--- src/rtl/sym_vn_lut_load_ctrl_pkg.sv ---
// Shared constants and state encoding for the symmetric VN LUT load sequencer.
//   QUAN_SIZE  : LUT entry width (quantised message bits)
//   LUT_ADDR_W : LUT address width
//   LUT_DEPTH  : entries per table
//   TAG_W      : table tag width (iteration index)
//   CNT_W      : beat counter width (one bit wider than the address)
package sym_vn_lut_load_ctrl_pkg;

    localparam int unsigned QUAN_SIZE  = 4;
    localparam int unsigned LUT_ADDR_W = 7;
    localparam int unsigned LUT_DEPTH  = 128;
    localparam int unsigned TAG_W      = 5;
    localparam int unsigned CNT_W      = LUT_ADDR_W + 1;

    typedef enum logic [1:0] {
        StIdle  = 2'd0,
        StLoad  = 2'd1,
        StFlush = 2'd2
    } state_e;

endpackage

--- src/rtl/sym_vn_lut_load_ctrl.sv ---
// Load sequencer for the symmetric variable-node LUT. Streams a new table into
// the LUT write port and arbitrates the shared read/write port with the decoder.
// Ports:
//   write_clk_i, rst_i          : clock, synchronous active-high reset
//   load_start_i, load_tag_i    : start a table load (IDLE only), tag captured
//   load_abort_i                : cancel an in-progress load
//   src_valid_i, src_data_i     : table stream in address order
//   src_ready_o                 : beat accepted this cycle
//   lut_we_o, lut_write_addr_o,
//   lut_in_o                    : registered LUT write port
//   dec_rd_req_i, dec_rd_gnt_o  : decoder request / grant of the shared port
//   lut_busy_o                  : load in progress or write pending
//   table_valid_o, cur_tag_o    : complete table present and its tag
//   load_done_o                 : one-cycle pulse when a table completes
module sym_vn_lut_load_ctrl
    import sym_vn_lut_load_ctrl_pkg::*;
(
    input  logic                  write_clk_i,
    input  logic                  rst_i,
    input  logic                  load_start_i,
    input  logic [TAG_W-1:0]      load_tag_i,
    input  logic                  load_abort_i,
    input  logic                  src_valid_i,
    input  logic [QUAN_SIZE-1:0]  src_data_i,
    output logic                  src_ready_o,
    output logic                  lut_we_o,
    output logic [LUT_ADDR_W-1:0] lut_write_addr_o,
    output logic [QUAN_SIZE-1:0]  lut_in_o,
    input  logic                  dec_rd_req_i,
    output logic                  dec_rd_gnt_o,
    output logic                  lut_busy_o,
    output logic                  table_valid_o,
    output logic [TAG_W-1:0]      cur_tag_o,
    output logic                  load_done_o
);

    state_e                  state_q, state_d;
    logic [CNT_W-1:0]        cnt_q, cnt_d;
    logic [TAG_W-1:0]        pend_tag_q, pend_tag_d;
    logic [TAG_W-1:0]        cur_tag_q, cur_tag_d;
    logic                    lut_we_q, lut_we_d;
    logic [LUT_ADDR_W-1:0]   addr_q, addr_d;
    logic [QUAN_SIZE-1:0]    data_q, data_d;
    logic                    busy_q, busy_d;
    logic                    table_valid_q, table_valid_d;
    logic                    load_done_q, load_done_d;
    logic                    beat;
    logic                    last_beat;

    // Abort masks ready so a beat offered in the abort cycle is never taken.
    assign src_ready_o = (state_q == StLoad) & ~load_abort_i;
    assign beat        = src_valid_i & src_ready_o;
    assign last_beat   = (cnt_q == CNT_W'(LUT_DEPTH - 1));

    // State register
    always_ff @(posedge write_clk_i) begin
        if (rst_i) begin
            state_q <= StIdle;
        end else begin
            state_q <= state_d;
        end
    end

    // Next-state logic
    always_comb begin
        state_d = state_q;
        unique case (state_q)
            StIdle: begin
                if (load_start_i) begin
                    state_d = StLoad;
                end
            end
            StLoad: begin
                if (load_abort_i) begin
                    state_d = StIdle;
                end else if (beat && last_beat) begin
                    state_d = StFlush;
                end
            end
            StFlush: state_d = StIdle;
            default: state_d = StIdle;
        endcase
    end

    // Datapath / output next values
    always_comb begin
        cnt_d         = cnt_q;
        pend_tag_d    = pend_tag_q;
        cur_tag_d     = cur_tag_q;
        lut_we_d      = 1'b0;
        addr_d        = addr_q;
        data_d        = data_q;
        table_valid_d = table_valid_q;
        load_done_d   = 1'b0;
        unique case (state_q)
            StIdle: begin
                if (load_start_i) begin
                    pend_tag_d    = load_tag_i;
                    table_valid_d = 1'b0;
                    cnt_d         = '0;
                end
            end
            StLoad: begin
                if (beat) begin
                    lut_we_d = 1'b1;
                    addr_d   = cnt_q[LUT_ADDR_W-1:0];
                    data_d   = src_data_i;
                    cnt_d    = cnt_q + CNT_W'(1);
                end
            end
            StFlush: begin
                if (!load_abort_i) begin
                    table_valid_d = 1'b1;
                    cur_tag_d     = pend_tag_q;
                    load_done_d   = 1'b1;
                end
            end
            default: ;
        endcase
        // Registered so the decoder grant path stays a simple AND of flops.
        busy_d = (state_d != StIdle) | lut_we_d;
    end

    always_ff @(posedge write_clk_i) begin
        if (rst_i) begin
            cnt_q         <= '0;
            pend_tag_q    <= '0;
            cur_tag_q     <= '0;
            lut_we_q      <= 1'b0;
            addr_q        <= '0;
            data_q        <= '0;
            busy_q        <= 1'b0;
            table_valid_q <= 1'b0;
            load_done_q   <= 1'b0;
        end else begin
            cnt_q         <= cnt_d;
            pend_tag_q    <= pend_tag_d;
            cur_tag_q     <= cur_tag_d;
            lut_we_q      <= lut_we_d;
            addr_q        <= addr_d;
            data_q        <= data_d;
            busy_q        <= busy_d;
            table_valid_q <= table_valid_d;
            load_done_q   <= load_done_d;
        end
    end

    assign lut_we_o         = lut_we_q;
    assign lut_write_addr_o = addr_q;
    assign lut_in_o         = data_q;
    assign lut_busy_o       = busy_q;
    assign table_valid_o    = table_valid_q;
    assign cur_tag_o        = cur_tag_q;
    assign load_done_o      = load_done_q;
    assign dec_rd_gnt_o     = dec_rd_req_i & ~busy_q & table_valid_q;

endmodule

--- config.mk ---
export PLATFORM = sky130hd
export DESIGN_NAME = sym_vn_lut_load_ctrl
export DESIGN_NICKNAME = d
export VERILOG_FILES = /design/src/rtl/sym_vn_lut_load_ctrl_pkg.sv /design/src/rtl/sym_vn_lut_load_ctrl.sv
export SDC_FILE = /design/constraint.sdc
export NUM_CORES = 1
export LEC_CHECK = 0
export CORE_ASPECT_RATIO = 1.4
export CORE_MARGIN = 2
export CORE_UTILIZATION = 50
export DETAILED_ROUTE_END_ITERATION = 10
export PLACE_DENSITY_LB_ADDON = 0.05
export SYNTH_ARGS = -nofsm -noshare
export SYNTH_HDL_FRONTEND = slang
export SYNTH_SLANG_ARGS = --single-unit
export TNS_END_PERCENT = 30
--- constraint.sdc ---
create_clock -name write_clk_i -period 3.19 [get_ports write_clk_i]
set_input_delay 0.319 -clock write_clk_i [delete_from_list [all_inputs] [get_ports write_clk_i]]
set_output_delay 0.319 -clock write_clk_i [all_outputs]
set_load 0.02 [all_outputs]
==> impl_metrics.py <==
metrics = {
    "status": {
        "status": "completed",
    },
    "clock_tree": {
        "cts_htree_levels": 2,
        "cts_made_buffers": 5,
        "ctsResizeCount": 0,
        "clock-sinks": 35,
        "cts_hold_buf": 0,
        "cts_tree": "yes",
        "root_buffer": "clkbuf_4",
        "clk_pin_slew_ns": 0.11,
        "insertion_delay_ns": 0.34,
        "post_cts_buffers": 0,
        "clockBufferDepth": 2,
    },
    "logic_synthesis": {
        "syn_area_per_cell_um2": 8.85,
        "yosysTopAreaCell": "dfxtp_1",
        "synth_fp_nets": 171,
        "ys_types": 28,
        "ys.flop_type": "dfxtp_1",
        "synthTopCellsByArea": "dfxtp_1, nand2_1, a21oi_1",
        "synth_edf_count": 0,
        "ys_async_sr_fraction_pct": 0,
        "ys_warn_count": 0,
        "synth-seq-cells": 35,
        "syn_area_um2": 1370,
        "synth_top_area_share_pct": 51.1,
        "synth_commonest_cells": "dfxtp_1, nand2_1, a21oi_1",
        "syn_inst": 155,
        "seq_area_frac_synth_pct": 51.1,
    },
    "worst_setup_path": {
        "path_cells": "nor3b_1 -> clkdlybuf4s50_1",
        "endpoint_kind": "output pin",
        "crit_fanout": 8,
        "criticalPathCategory": "reg -> out",
        "critPathSlowestCell": "clkdlybuf4s50_1",
        "cpPeakStageDelay_ns": 0.63,
        "cp_data_required_time_ns": 2.87,
        "start_kind": "register",
        "path_buf_inv": 1,
        "path_delay_family": "buffers and inverters",
        "cp.arrival_ns": 1.73,
    },
    "floorplan": {
        "dieWidth_um": 48.3,
        "die_y_um": 66.0,
        "initial_core_util_pct": 52.4,
        "io_pins": 37,
        "die-area_um2": 3180,
        "row_count": 22,
        "coreArea_um2": 2620,
    },
    "power": {
        "power_mw": 0.842,
        "p_leak_nw": 0.613,
        "ir_worst_vdd_uv": 388,
        "cellPowerDensity_nw_per_um2": 462,
    },
    "routing": {
        "vias_per_cell": 5.29,
        "routed_wl_um": 2860,
        "drtIter0Drc": 19,
        "wl_per_cell_um": 12.6,
        "drtPass1Iterations": 2,
        "antenna_left": 0,
        "drc": 0,
        "dr_total_vias": 1201,
    },
    "placement": {
        "gp_congestion": 0.799,
        "port_buffers": 36,
        "pre_cts_ws_ns": 1.15,
        "postPlaceCellArea_um2": 1740,
        "dp_hpwl_um": 2070,
        "dp_cells": 219,
    },
    "grt": {
        "grt_overflow_total": 0,
        "grt_pass1_vias": 1108,
        "grt_max_degree": 25,
        "grt_usage_pct": 20.6,
        "antenna_found_initial": 0,
        "grt_first_pass_wirelength_um": 4690,
    },
    "finish": {
        "design_area_um2": 1820,
        "drive_above_1_share_pct": 6.81,
        "area_growth_pct": 32.9,
        "fillCellCount": 231,
        "nets": 206,
        "antennaDiodeCount": 0,
        "stdcell_count": 227,
    },
    "sta": {
        "setup_violations": 0,
        "fin_setup_tns_ns": 0,
        "fin_crit_ns": 2.05,
        "max_slew_margin_pct": 45.6,
        "finalWorstSetupSlack_ns": 1.14,
        "worst_pin_slew_ns": 0.814,
        "fmax_mhz": 488,
        "rsz0062_at_grt": "false",
        "post-route-period-util_pct": 64.3,
        "hold_viol_final": 0,
        "clock_skew_ns": 0.0107,
        "slew_viol_final": 0,
    },
    "min_path": {
        "hold_path.class": "reg -> reg",
    },
    "job": {
        "drv_cap": 0,
    },
}
[worst register-to-register path, cell delays in order, from the launching register on]
cell       delay [ns]
dfxtp_1          0.54
nand4bb_4        0.35
or4_1            0.59
a21oi_1          0.14
[layout make-up]
| type | count | area [um^2] | share of cell area (%) |
|---|---|---|---|
| clock inverter | 2 | 35.0 | 1.92 |
| timing repair buffer | 37 | 368 | 20.2 |
| tap | 36 | 45.0 | 2.47 |
| clock buffer | 6 | 51.3 | 2.81 |
| sequential | 35 | 701 | 38.4 |
| inverter | 3 | 11.3 | 0.618 |
| multi-input combinational | 108 | 612 | 33.6 |
[stage by stage]
| stage | utilization, % | hold slack (ns) |
|---|---|---|
| after global routing | 69.7 | 0.479 |
| final | 69.7 | 0.462 |
| after detailed placement | 66.4 | 0.451 |
| after floorplan | - | 0.434 |
| after global placement | 66.4 | 0.443 |
| after CTS | 69.7 | 0.466 |
[per-layer routing]
layer,vias up,track usage [%],wire length (um)
met5,-,0,0
met4,0,7.09,32
met3,5,6.83,135
met2,31,34.9,1490
met1,559,22.7,1200
li1,606,-,-
[sequential cells by signal (all words and copies together), names as in the netlist, 2 cells and up]
register,count
cnt_q,8
lut_write_addr_o,7
pend_tag_q,5
state_q,2
cur_tag_o,5
lut_in_o,4
[final timing paths]
path,endpoint,slack [ns],from,depth (start not counted)
hold reg to reg,lut_in_o[2]$_SDFFE_PP0P_,0.46,lut_in_o[2]$_SDFFE_PP0P_,2
setup reg to reg,cnt_q[6]$_SDFFE_PP0P_,1.50,state_q[0]$_SDFF_PP0_,3
setup / recovery,src_ready_o,1.14,state_q[0]$_SDFF_PP0_,2
hold / removal,lut_in_o[2]$_SDFFE_PP0P_,0.46,lut_in_o[2]$_SDFFE_PP0P_,2
[cells in the final DEF, fill, tap and decap left out, types with 2 or more instances in the layout]
cell type,instances
mux2i_1,7
o31ai_1,3
a21oi_1,24
nand3_1,7
nand4_1,2
nor2_1,7
clkdlybuf4s50_1,36
nor4_1,3
dfxtp_1,35
or4_1,3
nor3b_1,2
inv_1,3
clkbuf_4,5
nand2_1,35
o21ai_0,2
or3_1,3
[logic make-up after synthesis]
family	synth area share, %
adder cells (fa/ha/maj)	0.912
buffers and inverters	4.29
multiplexers	5.11
AND/OR/NAND/NOR	27.5
AO/OA/AOI/OAI	11.1
flip-flops	51.1
[power by group]
part           internal, mW  switching (mW)  leakage [nW]  total [mW]
Sequential            0.444         0.00569         0.283       0.450
Combinational        0.0297          0.0290         0.281      0.0587
Clock                 0.185           0.149        0.0482       0.334
Power figures use the tool's default switching activity.
